### config.mk
export PLATFORM = sky130hd
export DESIGN_NAME = rv_p4_rx_cell_packer_flat
export DESIGN_NICKNAME = d
export VERILOG_FILES = /design/src/rtl/rv_p4_rx_cell_packer_if.sv /design/src/rtl/rv_p4_rx_cell_packer.sv /design/src/flat_wrapper.sv
export SDC_FILE = /design/constraint.sdc
export NUM_CORES = 2
export LEC_CHECK = 0
export ABC_AREA = 1
export BUFFER_PORTS_ARGS = -buffer_cell sky130_fd_sc_hd__buf_2
export CAP_MARGIN = 20
export CORE_MARGIN = 1.5
export CORE_UTILIZATION = 55
export DETAILED_ROUTE_END_ITERATION = 10
export PLACE_DENSITY_LB_ADDON = 0.2
export SKIP_LAST_GASP = 1
export SLEW_MARGIN = 20
export SYNTH_ARGS = -nofsm -noshare
export SYNTH_HDL_FRONTEND = slang
export SYNTH_SLANG_ARGS = --single-unit
### constraint.sdc
create_clock -name clk_mac -period 6.15 [get_ports clk_mac]
set_clock_uncertainty 0.2 [all_clocks]
set_input_delay 1.845 -clock clk_mac [delete_from_list [all_inputs] [get_ports clk_mac]]
set_output_delay 1.845 -clock clk_mac [all_outputs]
set_load 0.05 [all_outputs]
### src/rtl/rv_p4_rx_cell_packer_if.sv
// Beat-in / cell-out bus between a MAC RX lane, the cell packer and a switch RX port.
// master: the side that sources beats and accepts cells; slave: the packer.
interface rv_p4_rx_cell_packer_if;
  localparam int unsigned BEAT_W = 64;
  localparam int unsigned KEEP_W = 8;
  localparam int unsigned CELL_W = 512;
  localparam int unsigned LEN_W  = 7;

  logic              s_valid;
  logic              s_ready;
  logic [BEAT_W-1:0] s_data;
  logic [KEEP_W-1:0] s_keep;
  logic              s_last;
  logic              cell_valid;
  logic              cell_ready;
  logic              cell_sof;
  logic              cell_eof;
  logic [LEN_W-1:0]  cell_eop_len;
  logic [CELL_W-1:0] cell_data;

  modport master (
    output s_valid, s_data, s_keep, s_last, cell_ready,
    input  s_ready, cell_valid, cell_sof, cell_eof, cell_eop_len, cell_data
  );

  modport slave (
    input  s_valid, s_data, s_keep, s_last, cell_ready,
    output s_ready, cell_valid, cell_sof, cell_eof, cell_eop_len, cell_data
  );
endinterface

### src/rtl/rv_p4_rx_cell_packer.sv
// Per-port RX adapter: packs 8-byte MAC beats into 64-byte switch cells with
// sof/eof/eop_len, truncates frames reaching MAX_FRAME_BYTES and counts errors.
// Optional macro RV_P4_RX_RUNT_PAD_EN: single-cell frames under 60 bytes are
// reported as 60 bytes (the cell tail is already zero-filled).
module rv_p4_rx_cell_packer #(
  parameter int unsigned MAX_FRAME_BYTES = 9216,
  parameter int unsigned CNT_W           = 32
) (
  input  logic                  clk_mac,
  input  logic                  rst_n,
  rv_p4_rx_cell_packer_if.slave bus,
  output logic [CNT_W-1:0]      frame_cnt,
  output logic [CNT_W-1:0]      trunc_cnt,
  output logic [CNT_W-1:0]      proto_err_cnt
);
  localparam int unsigned BEAT_W     = 64;
  localparam int unsigned CELL_W     = 512;
  localparam int unsigned BEATS      = 8;
  localparam int unsigned FB_W       = 14;
  localparam int unsigned LEN_W      = 7;
  localparam int unsigned RUNT_BYTES = 60;

  localparam logic [1:0] IDLE = 2'd0;
  localparam logic [1:0] MID  = 2'd1;
  localparam logic [1:0] DROP = 2'd2;

  logic [1:0]        state;
  logic [1:0]        state_next;
  logic [CELL_W-1:0] asm_buf;
  logic [2:0]        beat_idx;
  logic [FB_W-1:0]   frame_bytes;
  logic              sof_pend;

  logic              out_valid;
  logic              out_sof;
  logic              out_eof;
  logic [LEN_W-1:0]  out_len;
  logic [CELL_W-1:0] out_data;

  logic              s_ready_c;
  logic              accept_c;
  logic [3:0]        lead_c;
  logic [7:0]        lead_mask_c;
  logic [3:0]        nbytes_c;
  logic              keep_err_c;
  logic [BEAT_W-1:0] beat_c;
  logic [CELL_W-1:0] asm_c;
  logic [FB_W-1:0]   fb_next_c;
  logic              trunc_c;
  logic              complete_c;
  logic              sof_c;
  logic              eof_c;
  logic [LEN_W-1:0]  len_c;

  assign s_ready_c = rst_n && (!out_valid || bus.cell_ready);
  assign accept_c  = bus.s_valid && s_ready_c;

  assign bus.s_ready      = s_ready_c;
  assign bus.cell_valid   = out_valid;
  assign bus.cell_sof     = out_sof;
  assign bus.cell_eof     = out_eof;
  assign bus.cell_eop_len = out_len;
  assign bus.cell_data    = out_data;

  // Count contiguous enabled bytes starting at byte 0 (keep bit 7).
  always_comb begin
    logic run;
    lead_c = 4'd0;
    run    = 1'b1;
    for (int i = 7; i >= 0; i--) begin
      run = run & bus.s_keep[i];
      if (run) lead_c = lead_c + 4'd1;
    end
  end

  assign lead_mask_c = ~(8'hFF >> lead_c);
  // Non-last beats are always full; a last beat carries at least one byte.
  assign nbytes_c    = !bus.s_last ? 4'd8 : ((lead_c == 4'd0) ? 4'd1 : lead_c);
  assign keep_err_c  = bus.s_last ? ((lead_c == 4'd0) || (bus.s_keep != lead_mask_c))
                                  : (bus.s_keep != 8'hFF);

  // Zero the bytes past the valid count, then merge the beat at its cell slot.
  always_comb begin
    beat_c = '0;
    for (int i = 0; i < 8; i++) begin
      if (4'(i) < nbytes_c) beat_c[BEAT_W-1-8*i -: 8] = bus.s_data[BEAT_W-1-8*i -: 8];
    end
    asm_c = asm_buf;
    for (int b = 0; b < int'(BEATS); b++) begin
      if (beat_idx == 3'(b)) asm_c[CELL_W-1-BEAT_W*b -: BEAT_W] = beat_c;
    end
  end

  assign fb_next_c  = ((state == IDLE) ? FB_W'(0) : frame_bytes) + FB_W'(8);
  assign trunc_c    = accept_c && (state != DROP) && !bus.s_last &&
                      (fb_next_c == FB_W'(MAX_FRAME_BYTES));
  assign complete_c = accept_c && (state != DROP) &&
                      ((beat_idx == 3'd7) || bus.s_last || trunc_c);
  assign sof_c      = (state == IDLE) || sof_pend;
  assign eof_c      = bus.s_last || trunc_c;

  // Byte count of the closing cell; zero on non-eof cells.
  always_comb begin
    len_c = '0;
    if (eof_c) begin
      len_c = LEN_W'({beat_idx, 3'b000}) + LEN_W'(nbytes_c);
`ifdef RV_P4_RX_RUNT_PAD_EN
      if (sof_c && (len_c < LEN_W'(RUNT_BYTES))) len_c = LEN_W'(RUNT_BYTES);
`endif
    end
  end

  // Frame state register.
  always_ff @(posedge clk_mac) begin
    if (!rst_n) state <= IDLE;
    else        state <= state_next;
  end

  // Frame state transitions on accepted beats.
  always_comb begin
    state_next = state;
    case (state)
      IDLE: begin
        if (accept_c && !bus.s_last) state_next = trunc_c ? DROP : MID;
      end
      MID: begin
        if (accept_c) begin
          if (bus.s_last)   state_next = IDLE;
          else if (trunc_c) state_next = DROP;
        end
      end
      DROP: begin
        if (accept_c && bus.s_last) state_next = IDLE;
      end
      default: state_next = IDLE;
    endcase
  end

  // Assembly buffer, beat index and frame byte count.
  always_ff @(posedge clk_mac) begin
    if (!rst_n) begin
      asm_buf     <= '0;
      beat_idx    <= '0;
      frame_bytes <= '0;
      sof_pend    <= 1'b0;
    end else if (accept_c && (state != DROP)) begin
      frame_bytes <= fb_next_c;
      if (complete_c) begin
        asm_buf  <= '0;
        beat_idx <= '0;
        sof_pend <= 1'b0;
      end else begin
        asm_buf  <= asm_c;
        beat_idx <= beat_idx + 3'd1;
        sof_pend <= sof_c;
      end
    end
  end

  // Output cell register: load on completion, hold under backpressure.
  always_ff @(posedge clk_mac) begin
    if (!rst_n) begin
      out_valid <= 1'b0;
      out_sof   <= 1'b0;
      out_eof   <= 1'b0;
      out_len   <= '0;
      out_data  <= '0;
    end else if (complete_c) begin
      out_valid <= 1'b1;
      out_sof   <= sof_c;
      out_eof   <= eof_c;
      out_len   <= len_c;
      out_data  <= asm_c;
    end else if (bus.cell_ready) begin
      out_valid <= 1'b0;
    end
  end

  // Statistics counters, wrapping.
  always_ff @(posedge clk_mac) begin
    if (!rst_n) begin
      frame_cnt     <= '0;
      trunc_cnt     <= '0;
      proto_err_cnt <= '0;
    end else begin
      if (out_valid && bus.cell_ready && out_eof) frame_cnt <= frame_cnt + CNT_W'(1);
      if (trunc_c)                                trunc_cnt <= trunc_cnt + CNT_W'(1);
      if (accept_c && keep_err_c)                 proto_err_cnt <= proto_err_cnt + CNT_W'(1);
    end
  end
endmodule

### src/flat_wrapper.sv
// flat-port wrapper written by rule: the top's interface ports become plain ports
module rv_p4_rx_cell_packer_flat 
#(
  parameter int unsigned MAX_FRAME_BYTES = 9216,
  parameter int unsigned CNT_W           = 32
)
  (clk_mac, rst_n, frame_cnt, trunc_cnt, proto_err_cnt, bus_s_valid, bus_s_data, bus_s_keep, bus_s_last, bus_cell_ready, bus_s_ready, bus_cell_valid, bus_cell_sof, bus_cell_eof, bus_cell_eop_len, bus_cell_data);
  rv_p4_rx_cell_packer_if bus_i ();
  input  logic clk_mac;
  input  logic rst_n;
  output logic [CNT_W-1:0] frame_cnt;
  output logic [CNT_W-1:0] trunc_cnt;
  output logic [CNT_W-1:0] proto_err_cnt;
  input wire logic [$bits(bus_i.s_valid)-1:0] bus_s_valid;
  input wire logic [$bits(bus_i.s_data)-1:0] bus_s_data;
  input wire logic [$bits(bus_i.s_keep)-1:0] bus_s_keep;
  input wire logic [$bits(bus_i.s_last)-1:0] bus_s_last;
  input wire logic [$bits(bus_i.cell_ready)-1:0] bus_cell_ready;
  output wire logic [$bits(bus_i.s_ready)-1:0] bus_s_ready;
  output wire logic [$bits(bus_i.cell_valid)-1:0] bus_cell_valid;
  output wire logic [$bits(bus_i.cell_sof)-1:0] bus_cell_sof;
  output wire logic [$bits(bus_i.cell_eof)-1:0] bus_cell_eof;
  output wire logic [$bits(bus_i.cell_eop_len)-1:0] bus_cell_eop_len;
  output wire logic [$bits(bus_i.cell_data)-1:0] bus_cell_data;
  assign bus_i.s_valid = bus_s_valid;
  assign bus_i.s_data = bus_s_data;
  assign bus_i.s_keep = bus_s_keep;
  assign bus_i.s_last = bus_s_last;
  assign bus_i.cell_ready = bus_cell_ready;
  assign bus_s_ready = bus_i.s_ready;
  assign bus_cell_valid = bus_i.cell_valid;
  assign bus_cell_sof = bus_i.cell_sof;
  assign bus_cell_eof = bus_i.cell_eof;
  assign bus_cell_eop_len = bus_i.cell_eop_len;
  assign bus_cell_data = bus_i.cell_data;
  rv_p4_rx_cell_packer #(.MAX_FRAME_BYTES(MAX_FRAME_BYTES), .CNT_W(CNT_W)) u_core (.clk_mac(clk_mac), .rst_n(rst_n), .bus(bus_i), .frame_cnt(frame_cnt), .trunc_cnt(trunc_cnt), .proto_err_cnt(proto_err_cnt));
endmodule
==> key figures <==
Clocking
  – CTS buffer count: 116
  – CTS Root Cell: clkbuf_16
  – Clk Latency, worst-skew pair: 0.68 ns
  – Postcts setup bufs: 0
  – CTS tree: built
  – CTS sink cnt: 1150
  – H-Tree Depth: 3
  – PostCTS Resize Cnt: 0
  – Max Root-Sink Buffers: 3
  – Clk slew on worst S/H paths: 0.06 ns
  – Hold Buf Count CTS: 0

Routing
  – 1st-iter DRT viols: 4379
  – # DRC: 0
  – Vias per cell: 5.44
  – Post-DR wirelength/cell: 18.2 um
  – Drt total wl: 152 mm
  – DR vias: 45700
  – DRT Pass-1 Iters: 6
  – ANT nets after route: 0

Pwr
  – Worst VDD drop: 263 uV
  – Sw frac: 23.5%
  – Pwr Density: 288 nW/um2
  – Leakage power: 23.7 nW
  – Internal: 0.0121 W
  – Psw: 0.00371 W
  – Reg power frac: 47.6%
  – Clock share of power: 47.0%
  – Comb pwr share: 5.5%

Cells and area
  – FF+latch area: 23000 um2
  – Final Non-Filler Cells: 8397
  – Nets@finish: 7247
  – Multi-input gate area: 21500 um2
  – Layout area overhead: 16.8%
  – Fillers: 7741
  – Fraction of layout cells with a size suffix above 1: 14.7%

Synthesis
  – Synthesized area: 47000 um2
  – Cells after Synth: 6683
  – Part of the Yosys area used for sequential elements: 49.0%
  – Area contributors post-synth: dfxtp_1 49%, nand2_1 26%, a21oi_1 6.4%
  – Yosys top cell area share: 49.0%
  – Synth unique cells: 47
  – Post-Synthesis Net Count: 6778
  – Area leader, netlist: dfxtp_1
  – Number of synthesized register bits: 1150
  – Syn Area/Cell: 7.04 um2
  – Ys Warns: 0

STA
  – Fin. max-slew vios: 0
  – Setup-failing EPs final: 0
  – Max Fclk: 0.184 GHz
  – Unrepaired setup endpoints after global routing: no
  – Final hold violations: 0
  – Final min period: 5.43 ns
  – Slew HR: 24.3%
  – Final setup TNS: 0 ns
  – Worst-margin pin slew: 1.14 ns
  – Tcrit/Tclk final: 88.3%

Placed design
  – Port bufs: 695
  – Dpl cells: 8178
  – DPL Wire Length: 102 mm
  – Routability congestion estimate: 0.936

Outcome
  – Status: completed

Setup path
  – Startpoint types: primary input
  – Worst R2R Path Depth: 16
  – Critical Path RT: 6.55 ns
  – Arrival time at the worst endpoint: 5.82 ns
  – Element type at the critical path end: flop
  – R2R Path Start: u_core.state[1]$_SDFFE_PN0P_
  – Setup Crit Path Kind: primary input to flop
  – Critical path launch point: bus_s_keep[5]
  – Critical path fanouts, max: 9

GRT
  – Largest net degree at the start of global routing: 219
  – First-pass GRT wire length: 230 mm
  – Vias in the first global route: 41000
  – All-layer global routing usage: 33.4%
  – Grt ovf: 0
  – Initial antenna violation count: 16

Floorplanning
  – Ports: 696
  – Initial Utilization: 55.4%
  – Row count: 107
  – Chip Width: 295 um
  – Core box area: 84900 um2
  – Die area: 87200 um2
  – Die H: 295 um

Hold path
  – Hold Crit Depth: 2
  – Min-delay src: u_core.bus.cell_data[254]$_SDFFE_PN0P_
  – HP Class: flop to flop

Job
  – Max-Cap Viols: 0
-- cell families after synthesis --
family	count (synthesis)	synth area share, %
flops	1150	49.0
fa+ha+maj	18	0.479
compound gates	1121	12.0
simple gates	3749	31.6
buf+inv	572	5.50
xor+xnor	73	1.38
-- final cells by class --
| type | instances | area share (%) |
|---|---|---|
| tap | 1144 | 2.61 |
| clock inverter | 30 | 0.943 |
| inverter | 151 | 1.09 |
| timing repair buffer | 772 | 7.91 |
| clock buffer | 181 | 6.39 |
| multi-input combinational | 4961 | 39.1 |
| sequential | 1150 | 41.9 |
| antenna | 8 | 0.0365 |
-- power by group through the flow --
stage	registers [W]	logic [W]	clock network [W]
floorplan	0.00777	0.000469	0
global placement	0.00769	0.000849	0
detailed placement	0.00769	0.000849	0
CTS	0.00752	0.000851	0.00748
global route	0.00752	0.000918	0.00778
finish	0.00752	0.000866	0.00743
-- state kept, by name (all words and copies together), names as in the netlist, 2 cells and up --
register / count
u_core.frame_cnt: 32
u_core.asm_buf: 512
u_core.state: 2
u_core.bus.cell_eop_len: 7
u_core.frame_bytes: 14
u_core.proto_err_cnt: 32
u_core.trunc_cnt: 32
u_core.beat_idx: 3
u_core.bus.cell_data: 512
-- path summary, 6_finish.rpt --
check | end | slack [ns]
setup / recovery | u_core.asm_buf[183]$_SDFFE_PN0P_ | 0.72
hold / removal | u_core.bus.cell_data[254]$_SDFFE_PN0P_ | 0.24
setup reg to reg | u_core.bus.cell_data[302]$_SDFFE_PN0P_ | 1.54
hold reg to reg | u_core.bus.cell_data[254]$_SDFFE_PN0P_ | 0.24
-- per-stage QoR --
step / utilization (%) / instance area (um2) / setup slack, ns / total power [W] / hold slack (ns)
finish: 64.7 / 54900 / 0.722 / 0.0158 / 0.239
global route: 64.7 / 54900 / 0.328 / 0.0162 / 0.253
CTS: 64.7 / 54900 / 0.786 / 0.0159 / 0.243
detailed placement: 59.9 / 50900 / 0.0910 / 0.00854 / 0.228
global placement: 59.9 / 50900 / 0.108 / 0.00853 / 0.224
floorplan: - / 47000 / 0.852 / 0.00824 / 0.241
-- per-layer routing --
layer  part of all wire [%]  vias up  wire length (um)  global-route usage, %
met5                  0.028        -                43                      0
met4                    4.0        8              6030                   13.5
met3                    9.8      286             14900                   8.08
met2                     44     1831             67600                   51.1
met1                     42    21400             63800                   45.1
li1                       -    22200                 -                      -
-- placed cells by master, fill, tap and decap left out, types with 3 or more instances in the layout --
master	synthesis	layout
clkbuf_1	238	32
nor3_1	47	47
inv_1	140	138
xor2_1	52	52
bufinv_16	0	13
nand2_2	13	13
o21ai_1	77	77
buf_12	0	23
buf_2	115	695
o21a_1	5	5
clkinv_1	3	3
o211ai_1	3	3
or2_2	57	57
nand4_1	36	36
a31oi_1	3	3
ha_1	18	18
dfxtp_1	1150	1150
nand2_4	1	7
xnor2_1	20	20
diode_2	0	8
clkbuf_16	0	119
clkinv_2	0	15
clkbuf_8	0	30
nor2_2	8	8
nand3_1	185	185
nand2_1	3232	3226
nand3_2	9	9
inv_2	8	5
buf_4	48	54
nor4_1	22	22
nor2_4	4	4
a21oi_1	602	601
o21ai_0	423	423
nor3b_1	3	3
nor2_1	123	123
-- worst max-delay path, stage by stage --
cell      delay [ns]
buf_2           0.13
inv_1           0.04
a21boi_0        0.23
ha_1            0.28
o21ai_0         0.23
inv_1           0.07
ha_1            0.30
nand2_1         0.09
o21a_1          0.12
ha_1            0.26
inv_1           0.07
nand2_1         0.07
and2_1          0.16
ha_1            0.27
nand2_1         0.06
nand2_1         0.16
nand2_1         0.09
nand2_1         0.36
nand2_1         0.40
o21ai_0         0.34
nand2_1         0.09
a21oi_1         0.14
-- synthesized netlist by cell type (all sizes together) --
cell	number
or2	57
a21oi	602
a21boi	1
a211oi	1
buf	183
o21a	5
clkbuf	238
and3	2
nor2	135
dfxtp	1150
o211ai	3
o22ai	1
xnor2	20
and2	1
nand4	37
nor3	47
clkinv	3
o41ai	1
nand3	196
a31oi	3
nand3b	1
nor4	22
ha	18
nor3b	4
o31ai	1
inv	148
a21o	1
o21ai	502
nand2	3246
xor2	53
and3b	1
Note: power is estimated with default switching activity, not from simulation.
